--- src/rtl/sll_iter.sv ---
// ============================================================================
// Module   : sll_iter
// Brief    : Iterative 32-bit shift-left-logical, one binary-weighted stage/clk
// Revision : 1.0
// ============================================================================
`default_nettype none

module sll_iter (
  input  logic        clock,
  input  logic        reset_n,
  input  logic        start,
  input  logic [31:0] in,
  input  logic [4:0]  shamt,
  output logic [31:0] out,
  output logic        busy,
  output logic        done
);

  typedef enum logic [0:0] {
    IDLE  = 1'b0,
    SHIFT = 1'b1
  } state_t;

  state_t      r_state, w_state_nxt;
  logic [31:0] r_w, w_w_nxt, w_stage;
  logic [4:0]  r_s, w_s_nxt;
  logic [2:0]  r_k, w_k_nxt;
  logic [31:0] w_out_nxt;
  logic        w_busy_nxt;
  logic        w_done_nxt;

  // Stage k applies the 2^(4-k) shift when the matching amount bit is set
  always_comb begin
    w_stage = r_w;
    case (r_k)
      3'd0:    if (r_s[4]) w_stage = {r_w[15:0], 16'h0000};
      3'd1:    if (r_s[3]) w_stage = {r_w[23:0], 8'h00};
      3'd2:    if (r_s[2]) w_stage = {r_w[27:0], 4'h0};
      3'd3:    if (r_s[1]) w_stage = {r_w[29:0], 2'b00};
      3'd4:    if (r_s[0]) w_stage = {r_w[30:0], 1'b0};
      default: w_stage = r_w;
    endcase
  end

  always_comb begin
    w_state_nxt = r_state;
    w_w_nxt     = r_w;
    w_s_nxt     = r_s;
    w_k_nxt     = r_k;
    w_out_nxt   = out;
    w_busy_nxt  = busy;
    w_done_nxt  = 1'b0;
    case (r_state)
      IDLE: begin
        if (start) begin
          w_w_nxt     = in;
          w_s_nxt     = shamt;
          w_k_nxt     = 3'd0;
          w_busy_nxt  = 1'b1;
          w_state_nxt = SHIFT;
        end
      end
      SHIFT: begin
        w_w_nxt = w_stage;
        w_k_nxt = r_k + 3'd1;
        if (r_k == 3'd4) begin
          w_out_nxt   = w_stage;
          w_done_nxt  = 1'b1;
          w_busy_nxt  = 1'b0;
          w_k_nxt     = 3'd0;
          w_state_nxt = IDLE;
        end
      end
      default: w_state_nxt = IDLE;
    endcase
  end

  always_ff @(posedge clock or negedge reset_n) begin
    if (!reset_n) begin
      r_state <= IDLE;
      r_w     <= 32'h0000_0000;
      r_s     <= 5'd0;
      r_k     <= 3'd0;
      out     <= 32'h0000_0000;
      busy    <= 1'b0;
      done    <= 1'b0;
    end else begin
      r_state <= w_state_nxt;
      r_w     <= w_w_nxt;
      r_s     <= w_s_nxt;
      r_k     <= w_k_nxt;
      out     <= w_out_nxt;
      busy    <= w_busy_nxt;
      done    <= w_done_nxt;
    end
  end

endmodule

`default_nettype wire

--- config.mk ---
export PLATFORM = sky130hd
export DESIGN_NAME = sll_iter
export DESIGN_NICKNAME = d
export VERILOG_FILES = /design/src/rtl/sll_iter.sv
export SDC_FILE = /design/constraint.sdc
export NUM_CORES = 1
export LEC_CHECK = 0
export CELL_PAD_IN_SITES_DETAIL_PLACEMENT = 0
export CELL_PAD_IN_SITES_GLOBAL_PLACEMENT = 1
export CORE_MARGIN = 2
export CORE_UTILIZATION = 39
export CTS_CLUSTER_SIZE = 20
export DETAILED_ROUTE_END_ITERATION = 6
export GPL_TIMING_DRIVEN = 0
export MAX_ROUTING_LAYER = met4
export PLACE_DENSITY_LB_ADDON = 0.1
export SLEW_MARGIN = 10
export SYNTH_ARGS = -nofsm -noshare
export SYNTH_HDL_FRONTEND = slang
export SYNTH_SLANG_ARGS = --single-unit
--- constraint.sdc ---
create_clock -name clock -period 1.85 [get_ports clock]
set_input_delay 0.37 -clock clock [delete_from_list [all_inputs] [get_ports clock]]
set_output_delay 0.37 -clock clock [all_outputs]
set_load 0.005 [all_outputs]
==> results of run 1 <==
[cell families after synthesis]
kind of cell	after synthesis	share of synthesized area, %
and+or+nand+nor	148	14.7
buffers and inverters	97	9.30
muxes	110	19.6
AOI/OAI and AO/OA	171	22.2
adders and majority gates	5	1.10
DFF	75	33.1
[how the worst min path moves through the flow]
stage / start / endpoint / slack [ns] / cells past startpoint
after detailed placement: reset_n / out[20] / 0.35 / 1
after global routing: busy / busy / 0.51 / 1
after global placement: out[8] / out[8] / 0.46 / 2
after floorplan: reset_n / busy / 0.07 / 0
after CTS: out[7] / out[7] / 0.48 / 2
final: out[7] / out[7] / 0.48 / 2
[layout make-up]
| class | instances | area, µm² |
|---|---|---|
| fillers | 1307 | 6580 |
| multi-input cells | 434 | 3700 |
| flip-flops and latches | 75 | 1880 |
| repair buffers | 102 | 1070 |
| plain buffers | 82 | 553 |
| clock buffers | 11 | 243 |
| well taps | 184 | 230 |
| inverters | 14 | 60.1 |
| clock inverters | 5 | 52.6 |
[power breakdown]
part           switching [mW]  internal (mW)
combinational            7.31           6.33
clock                   0.734           1.07
sequential              0.343           2.50
total                    8.39           9.91
[cells in the mapped netlist, types with 2 or more instances]
library cell,count
o221ai_2,2
nand2b_1,2
inv_1,13
o21ai_0,26
nor2b_1,8
o31ai_1,2
nand2_1,39
mux2i_1,105
o21ai_1,11
o2bb2ai_1,3
a221oi_1,20
o21ai_2,5
mux2_2,5
buf_4,8
clkbuf_1,32
nor4_1,6
a211oi_1,11
dfrtp_1,75
and2_1,2
nor2_2,2
buf_6,11
buf_1,4
ha_1,5
a21oi_1,15
buf_2,26
a221oi_2,10
a31oi_1,14
nor4_4,10
nor2_1,70
o22ai_1,43
[registers in the layout (all words and copies together), names as in the netlist]
register	cells
r_w	32
r_k	3
busy	1
out	32
r_s	5
r_state	1
done	1
[through the flow]
stage | cell area [µm²] | setup TNS (ns) | hold WS (ns)
floorplan | 5660 | 0 | 0.0744
global placement | 6630 | -201.64 | 0.460
detailed placement | 6650 | -19.09 | 0.349
CTS | 7340 | -2.03 | 0.484
global route | 7780 | -3.64 | 0.509
finish | 7780 | -1.28 | 0.479
[layer usage]
metal / GRT usage [%] / share of wire (%) / vias to the layer above
met5: - / 0 / -
met4: 8.92 / 1.5 / 0
met3: 4.21 / 6.5 / 19
met2: 37.0 / 45 / 187
met1: 36.5 / 47 / 2597
li1: - / - / 2445
[critical path, cell delays in order (launching register included)]
cell      delay, ns
dfrtp_2        0.45
ha_4           0.18
ha_4           0.17
or2_4          0.28
nor2_8         0.21
buf_16         0.18
nor4_4         0.05
buf_4          0.15
a221oi_2       0.19
[timing repair]
action | 4_1_cts | 5_1_grt
endpoints found under the setup margin | 66 | 65
hold buffers | 1 | 0
gates resized for setup | 57 | 73
buffers inserted | 12 | 13
pin swaps | 31 | 37
hold endpoints to repair | 32 | 0
cloned | 2 | 1
==> summary.md, run 1 <==
| Metric | Value |
|---|---|
| Via Count | `5248` |
| Largest net degree at the start of global routing | `44` |
| DR iter-0 viols | `452` |
| Total wire length | `19500 µm` |
| Setup WS pre-CTS | `-0.433 ns` |
| Most frequent cells in the layout | `mux2i_1, dfrtp_1, clkdlybuf4s50_1` |
| IR drop worst, VDD | `0.000951 V` |
| Final Core Density | `54.2%` |
| Gr usage total | `25.7%` |
| Slew @ Worst Pin | `0.686 ns` |
| First-pass iteration count of the detailed router | `6` |
| Reg-to-reg startpoint | `r_k[0]` |
| Synth Instances | `606` |
| Slew Viols, Final | `0` |
| Final Net Count | `763` |
| First-pass GRT wire length | `30300 µm` |
| Cells after DPL | `864` |
| FF+latch count, synth | `75` |
| Die Y | `124 µm` |
| Clk sinks | `75` |
| FF-to-FF setup slack | `-0.11 ns` |
| Final Non-Filler Cells | `907` |
| IO buf count | `73` |
| Yosys Warn Count | `0` |
| Fin worst setup slack | `-0.107 ns` |
| CTS Buf Count | `9` |
| Dpl hpwl | `13400 µm` |
| Critical R2R Capture | `r_w[31]` |
| Yosys top cell area share | `33.1%` |
| Crit. End Element | `register` |
| Setup crit start | `r_k[0]` |
| PnR Total Power | `18.3 mW` |
| CTS tree | `built` |
| Syn avg cell area | `9.34 µm²` |
| Layout cells sized above 1 | `26.7%` |
| Setup CP Type | `reg -> reg` |
| Violated checks | `setup timing` |
| Power per Cell Area | `2350 mW/mm²` |
| FFs w/ async S/R, synth | `100%` |
| Synth area leaders | `dfrtp_1, mux2i_1, o22ai_1` |
| Per-cell routed wire length | `21.5 µm` |
| Initial antenna violation count | `0` |
| Outcome | `finished with violations` |
| Maximum clock path buffer count | `2` |
| Post-Syn Nets | `651` |
| Synth cell types | `51` |
| WP data arrival | `2.22 ns` |
| Sequential-to-total area share from yosys stat | `33.1%` |
| Clock Skew | `0.00471 ns` |
| Commonest non-fill, non-tap cell in the layout | `mux2i_1` |
| Diode count | `0` |
| H-tree Lvls | `3` |
| Worst relative slew slack | `54.3%` |
| Leakage | `3.21 nW` |
| Full die area | `0.0155 mm²` |
| Clk root buf | `clkbuf_16` |
| Fin crit share | `106%` |
| Worst Reg-to-Reg Cells | `8` |
| GPL Wtd Cong | `0.893` |
| RSZ-0062 raised after global routing | `true` |
| Final Critical Period | `1.96 ns` |
| MaxCap Viol Count | `0` |
| Initial Util | `39.4%` |
| # DRC | `0` |
| Post-synth EDFFs | `0` |
| Final setup fails | `26` |
| Max Freq | `511 MHz` |
| CP required | `2.11 ns` |
| Number of global-route vias before repair | `5231` |
| Routed vias/inst | `5.79` |
| Synth-to-Final Area Change | `37.5%` |
| Antenna Nets Post-Route | `0` |
| Hold Path Class | `reg -> reg` |
| Core Area | `0.0144 mm²` |
| Die width | `124 µm` |
| Crit path max fanout | `6` |
| Largest area contributor in the synthesized netlist | `dfrtp_1` |
| Rows | `44` |
| Crit path launch type | `register` |
| Syn Std Cell Area | `0.00566 mm²` |
| Synth Flop Type | `dfrtp_1` |
| Aggregate global routing overflow | `0` |
| Reg clk slew, reported paths | `0.06 ns` |
| Critical Path Sink | `r_w[31]` |
| Final Hold Fails | `0` |
| Skew-Pair Late Insertion Delay | `0.35 ns` |
| Ports | `74` |
(Power assumes the default switching activity.)
==> inputs of run 2 (changes only) <==
--- a/config.mk
+++ b/config.mk
@@ -12,8 +12,8 @@
 export CTS_CLUSTER_SIZE = 20
 export DETAILED_ROUTE_END_ITERATION = 6
+export GPL_ROUTABILITY_DRIVEN = 1
 export GPL_TIMING_DRIVEN = 0
 export MAX_ROUTING_LAYER = met4
 export PLACE_DENSITY_LB_ADDON = 0.1
-export SLEW_MARGIN = 10
 export SYNTH_ARGS = -nofsm -noshare
 export SYNTH_HDL_FRONTEND = slang
==> constraint.sdc (replaced) <==
create_clock -name clock -period 1.85 [get_ports clock]
set_input_delay 0.37 -clock clock [delete_from_list [all_inputs] [get_ports clock]]
set_output_delay 0.37 -clock clock [all_outputs]
set_load 0.05 [all_outputs]
==> summary.md, run 2 (same netlist as run 1, synthesis figures left out) <==
| Metric | Value |
|---|---|
| Initial Util | `39.4% (unchanged)` |
| Hold Path Class | `reg -> reg` |
| Max Freq | `510 MHz (-0.13%)` |
| Slew Viols, Final | `0 (unchanged)` |
| First-pass GRT wire length | `30400 µm (+0.23%)` |
| Final hold slack | `0.474 ns (-0.00478 ns)` |
| H-tree Lvls | `3 (unchanged)` |
| Clock Skew | `0.00535 ns (+0.000644 ns)` |
| Dpl hpwl | `13400 µm (unchanged)` |
| Final Net Count | `763 (unchanged)` |
| Reg clk slew, reported paths | `0.06 ns (about the same)` |
| WP data arrival | `2.23 ns (about the same)` |
| Grt peak-use layer | `met2` |
| Crit path launch type | `register` |
| CP required | `2.12 ns (about the same)` |
| Final Non-Filler Cells | `907 (unchanged)` |
| First-pass iteration count of the detailed router | `7 (+1)` |
| Violated checks | `setup timing` |
| CTS Buf Count | `9 (unchanged)` |
| MaxCap Viol Count | `0 (unchanged)` |
| Synth-to-Final Area Change | `36.8%` |
| Core Area | `0.0144 mm² (unchanged)` |
| Full die area | `0.0155 mm² (unchanged)` |
| Antenna Nets Post-Route | `0 (unchanged)` |
| Final Hold Fails | `0 (unchanged)` |
| CTS tree | `built` |
| Aggregate global routing overflow | `0 (unchanged)` |
| Gr usage total | `25.7% (+0.047 points)` |
| Routed vias/inst | `5.80 (+0.27%)` |
| Number of global-route vias before repair | `5249 (+0.34%)` |
| Via Count | `5262 (+0.27%)` |
| IO buf count | `73 (unchanged)` |
| GPL Wtd Cong | `0.893 (unchanged)` |
| Setup CP Type | `reg -> reg` |
| Fin worst setup slack | `-0.110 ns (-0.00256 ns)` |
| Cells after DPL | `864 (unchanged)` |
| Die width | `124 µm (unchanged)` |
| Most frequent cells in the layout | `mux2i_1, dfrtp_1, nor2_1` |
| Buf+Inv Stages, Crit Path | `2 (unchanged)` |
| Met2 GRT Util | `37.2% (+0.16 points)` |
| Crit path top cell by count | `ha_4` |
| Per-cell routed wire length | `21.5 µm (+0.16%)` |
| DR iter-0 viols | `455 (+0.66%)` |
| Clk sinks | `75 (unchanged)` |
| Biggest regs | `out: 32 flops, r_w: 32 flops, r_s: 5 flops` |
| Fin crit share | `106% (+0.14 points)` |
| Skew-Pair Late Insertion Delay | `0.35 ns (about the same)` |
| Worst relative slew slack | `53.4% (-0.93 points)` |
| Largest net degree at the start of global routing | `44 (unchanged)` |
| Maximum clock path buffer count | `2 (unchanged)` |
| Commonest non-fill, non-tap cell in the layout | `mux2i_1` |
| M1 GR Usage | `36.5% (unchanged)` |
| Crit. End Element | `register` |
| Total wire length | `19500 µm (+0.16%)` |
| Diode count | `0 (unchanged)` |
| Met3 Usage GRT | `4.21% (unchanged)` |
| Final setup fails | `30 (+15%)` |
| Clk root buf | `clkbuf_16` |
| Rows | `44 (unchanged)` |
| Outcome | `finished with violations` |
| Slew @ Worst Pin | `0.700 ns (+0.0140 ns)` |
| Ports | `74 (unchanged)` |
| Die Y | `124 µm (unchanged)` |
| Slowest cell on the critical path | `dfrtp_2` |
| Crit path max fanout | `6 (unchanged)` |
| RSZ-0062 raised after global routing | `true` |
| CP peak stage delay | `0.45 ns (about the same)` |
| Layout cells sized above 1 | `26.7% (unchanged)` |
| Delay-heaviest family, CP | `compound AO/OA/AOI/OAI gates` |
| Final Critical Period | `1.96 ns (+0.00256 ns)` |
| Initial antenna violation count | `0 (unchanged)` |
| Crit path cell chain | `ha_4 > ha_4 > or2_4 > o221ai_4 > buf_6 > buf_8 > o21ai_4 > a31oi_1` |
| # DRC | `0 (unchanged)` |
==> run 2: cell count changes in the layout (fill, tap and decap cells not counted), sizes merged <==
| cell | before | now |
|---|---|---|
| dlygate4sd2 | 0 | 33 |
| clkdlybuf4s50 | 72 | 38 |
| dlymetal6s2s | 0 | 1 |
==> run 2: per-stage QoR <==
step	cell area, µm²	setup TNS, ns	utilization [%]	setup slack (ns)
2_1_floorplan	5660	0	-	0.0184
3_3_place_gp	6630	-201.64	46.1	-2.47
3_5_place_dp	6650	-19.09	46.3	-0.433
4_1_cts	7300	-2.03	50.8	-0.0808
5_1_grt	7750	-3.64	53.9	-0.154
6_report	7750	-1.38	53.9	-0.110
==> run 2: layout make-up <==
cell class / count / area [µm²]
clock inverters: 5 / 52.6
repair buffers: 102 / 1030
plain buffers: 82 / 553
multi-input cells: 434 / 3700
inverters: 14 / 60.1
clock buffers: 11 / 243
fillers: 1326 / 6620
well taps: 184 / 230
flip-flops and latches: 75 / 1880
==> run 2: repair_timing <==
action / in CTS / in global routing
setup buffers: 12 / 13
endpoints found under the hold margin: 32 / 0
hold buffers: 1 / 0
setup endpoints to repair: 99 / 66
cloned: 2 / 1
pin swaps: 31 / 37
resized for setup: 90 / 74
==> run 2: worst paths after layout <==
kind	start	to	slack (ns)	depth (start not counted)
max	r_k[0]	r_w[15]	-0.11	8
min	out[7]	out[7]	0.47	2
max reg2reg	r_k[0]	r_w[15]	-0.11	8
min reg2reg	out[7]	out[7]	0.47	2
max in group asynchronous	reset_n	r_k[1]	0.74	3
min in group asynchronous	reset_n	out[20]	0.50	2
==> run 2: worst register-to-register path, cell delays in order, from the launching register on <==
cell and delay (ns):
dfrtp_2 0.45, ha_4 0.18, ha_4 0.17, or2_4 0.28, o221ai_4 0.26, buf_6 0.16, buf_8 0.14, o21ai_4 0.06
a31oi_1 0.17
==> run 2: metal layers <==
layer | part of all wire (%) | vias up
li1 | - | 2449
met1 | 49 | 2591
met2 | 44 | 189
met3 | 5.5 | 33
met4 | 1.9 | 0
met5 | 0 | -
Power of run 2 is not shown: default switching activity piles up to over one toggle a cycle in this logic, so the estimate is an artifact.
==> inputs of run 3 (changes only) <==
Settings changed: CORE_MARGIN 2 to 3, PLACE_DENSITY_LB_ADDON 0.1 to 0.3.
==> summary.md, run 3 (same netlist as run 1, synthesis figures left out) <==
| Metric | Value |
|---|---|
| Crit path launch type | `register` |
| Aggregate global routing overflow | `0 (unchanged)` |
| Per-cell routed wire length | `21.8 µm (+1.4%)` |
| Gr usage total | `25.1% (-0.64 points)` |
| # DRC | `0 (unchanged)` |
| Slew @ Worst Pin | `0.725 ns (+0.0258 ns)` |
| Rows | `43 (-2.3%)` |
| IO buf count | `73 (unchanged)` |
| Violated checks | `setup timing` |
| MaxCap Viol Count | `0 (unchanged)` |
| Dpl hpwl | `13400 µm (+0.36%)` |
| Hold Path Class | `reg -> reg` |
| Setup CP Type | `reg -> reg` |
| Crit. End Element | `register` |
| Final Hold Fails | `0 (unchanged)` |
| DR iter-0 viols | `354 (-22%)` |
| Clk root buf | `clkbuf_16` |
| First-pass iteration count of the detailed router | `5 (-2)` |
| Biggest regs | `out: 32 flops, r_w: 32 flops, r_s: 5 flops` |
| Final Net Count | `754 (-1.2%)` |
| CTS Buf Count | `9 (unchanged)` |
| Crit path cell chain | `ha_4 > ha_4 > or2_4 > o221ai_4 > buf_6 > o21ai_2 > a31oi_1` |
| Diode count | `0 (unchanged)` |
| Total wire length | `19500 µm (about the same)` |
| Full die area | `0.0160 mm² (+3.2%)` |
| Number of global-route vias before repair | `5362 (+2.2%)` |
| Initial Util | `40.3% (+0.92 points)` |
| Antenna Nets Post-Route | `0 (unchanged)` |
| CP required | `2.13 ns (about the same)` |
| Skew-Pair Late Insertion Delay | `0.36 ns (about the same)` |
| Final Critical Period | `1.92 ns (-0.0385 ns)` |
| Final setup fails | `32 (+6.7%)` |
| First-pass GRT wire length | `30600 µm (+0.70%)` |
| GPL Wtd Cong | `0.929 (+4.1%)` |
| Slowest cell on the critical path | `dfrtp_2` |
| Max Freq | `520 MHz (+2.0%)` |
| Slew Viols, Final | `0 (unchanged)` |
| Crit path max fanout | `6 (unchanged)` |
| Die Y | `126 µm (+1.6%)` |
| Clk sinks | `75 (unchanged)` |
| Largest net degree at the start of global routing | `45 (+2.3%)` |
| Maximum clock path buffer count | `2 (unchanged)` |
| Fin worst setup slack | `-0.0714 ns (+0.0385 ns)` |
| Fillers | `1308 (-1.4%)` |
| Crit path top cell by count | `ha_4` |
| Final Core Density | `54.2% (+0.34 points)` |
| Commonest non-fill, non-tap cell in the layout | `mux2i_1` |
| Worst relative slew slack | `51.6% (-1.7 points)` |
| Ports | `74 (unchanged)` |
| Via Count | `5222 (-0.76%)` |
| Routed vias/inst | `5.84 (+0.68%)` |
| Layout cells sized above 1 | `25.5% (-1.2 points)` |
| RSZ-0062 raised after global routing | `true` |
| Outcome | `finished with violations` |
| Clock Skew | `0.0101 ns (+0.00478 ns)` |
| Fin crit share | `104% (-2.1 points)` |
| CTS tree | `built` |
| Most frequent cells in the layout | `mux2i_1, dfrtp_1, nor2_1` |
| Synth-to-Final Area Change | `34.5%` |
| Die width | `126 µm (+1.6%)` |
| Initial antenna violation count | `0 (unchanged)` |
| Reg clk slew, reported paths | `0.06 ns (about the same)` |
| CP peak stage delay | `0.44 ns (about the same)` |
| WP data arrival | `2.20 ns (-0.03 ns)` |
| H-tree Lvls | `3 (unchanged)` |
| Core Area | `0.0140 mm² (-2.3%)` |
==> run 3: changes by cell type in the layout (fill, tap and decap cells not counted), sizes merged <==
| cell | before | now |
|---|---|---|
| clkinv | 3 | 2 |
| buf | 77 | 67 |
| bufinv | 1 | 2 |
| dlymetal6s2s | 1 | 0 |
| clkbuf | 45 | 46 |
| dlygate4sd2 | 33 | 34 |
==> run 3: final timing paths <==
path,end,slack [ns],start,depth (start not counted)
worst max register to register,r_w[14],-0.07,r_k[0],7
worst min register to register,out[5],0.47,out[5],2
max in group asynchronous,r_w[10],0.75,reset_n,3
worst min-delay path,out[5],0.47,out[5],2
worst max-delay path,r_w[14],-0.07,r_k[0],7
min in group asynchronous,out[22],0.51,reset_n,2
==> run 3: area by class of cell <==
type	count	area (µm²)	area share, %
inverters	14	57.6	0.756
clock inverters	5	77.6	1.02
repair buffers	93	930	12.2
well taps	180	225	2.96
flip-flops and latches	75	1880	24.7
clock buffers	11	233	3.06
multi-input cells	434	3670	48.1
plain buffers	82	549	7.21
==> run 3: timing repair <==
item / CTS / global route
setup buffers: 4 / 10
setup endpoints to repair: 100 / 64
resized for setup: 79 / 75
hold endpoints to repair: 31 / 0
pin swaps: 30 / 41
hold buffers: 1 / 0
gates cloned: 2 / 2
==> run 3: per-layer routing <==
| layer | global-route usage [%] | part of all wire [%] | wire [µm] | up-vias |
|---|---|---|---|---|
| li1 | - | - | - | 2430 |
| met1 | 35.5 | 48 | 9350 | 2600 |
| met2 | 36.5 | 45 | 8700 | 169 |
| met3 | 3.79 | 5.8 | 1130 | 23 |
| met4 | 9.09 | 1.8 | 348 | 0 |
| met5 | - | 0 | 0 | - |
==> run 3: stage by stage <==
step                instance area [µm²]  TNS, ns  cells  worst slack (ns)  hold slack [ns]
finish                             7620    -1.35    894           -0.0714            0.472
global route                       7620    -4.29    894            -0.138            0.512
CTS                                7180    -1.08    883           -0.0517            0.479
detailed placement                 6650   -16.85    860            -0.413            0.355
global placement                   6620  -194.86    859             -2.40            0.461
floorplan                          5660        0    606            0.0184           0.0744
==> run 3: worst max-delay path: cells and delay by family, from the launching register on <==
family / cells / cell delay (ns)
buf+inv: 1 / 0.21
simple gates: 1 / 0.28
fa+ha+maj: 2 / 0.35
flops: 1 / 0.44
compound gates: 3 / 0.55
Power of run 3 is left out for the same reason.
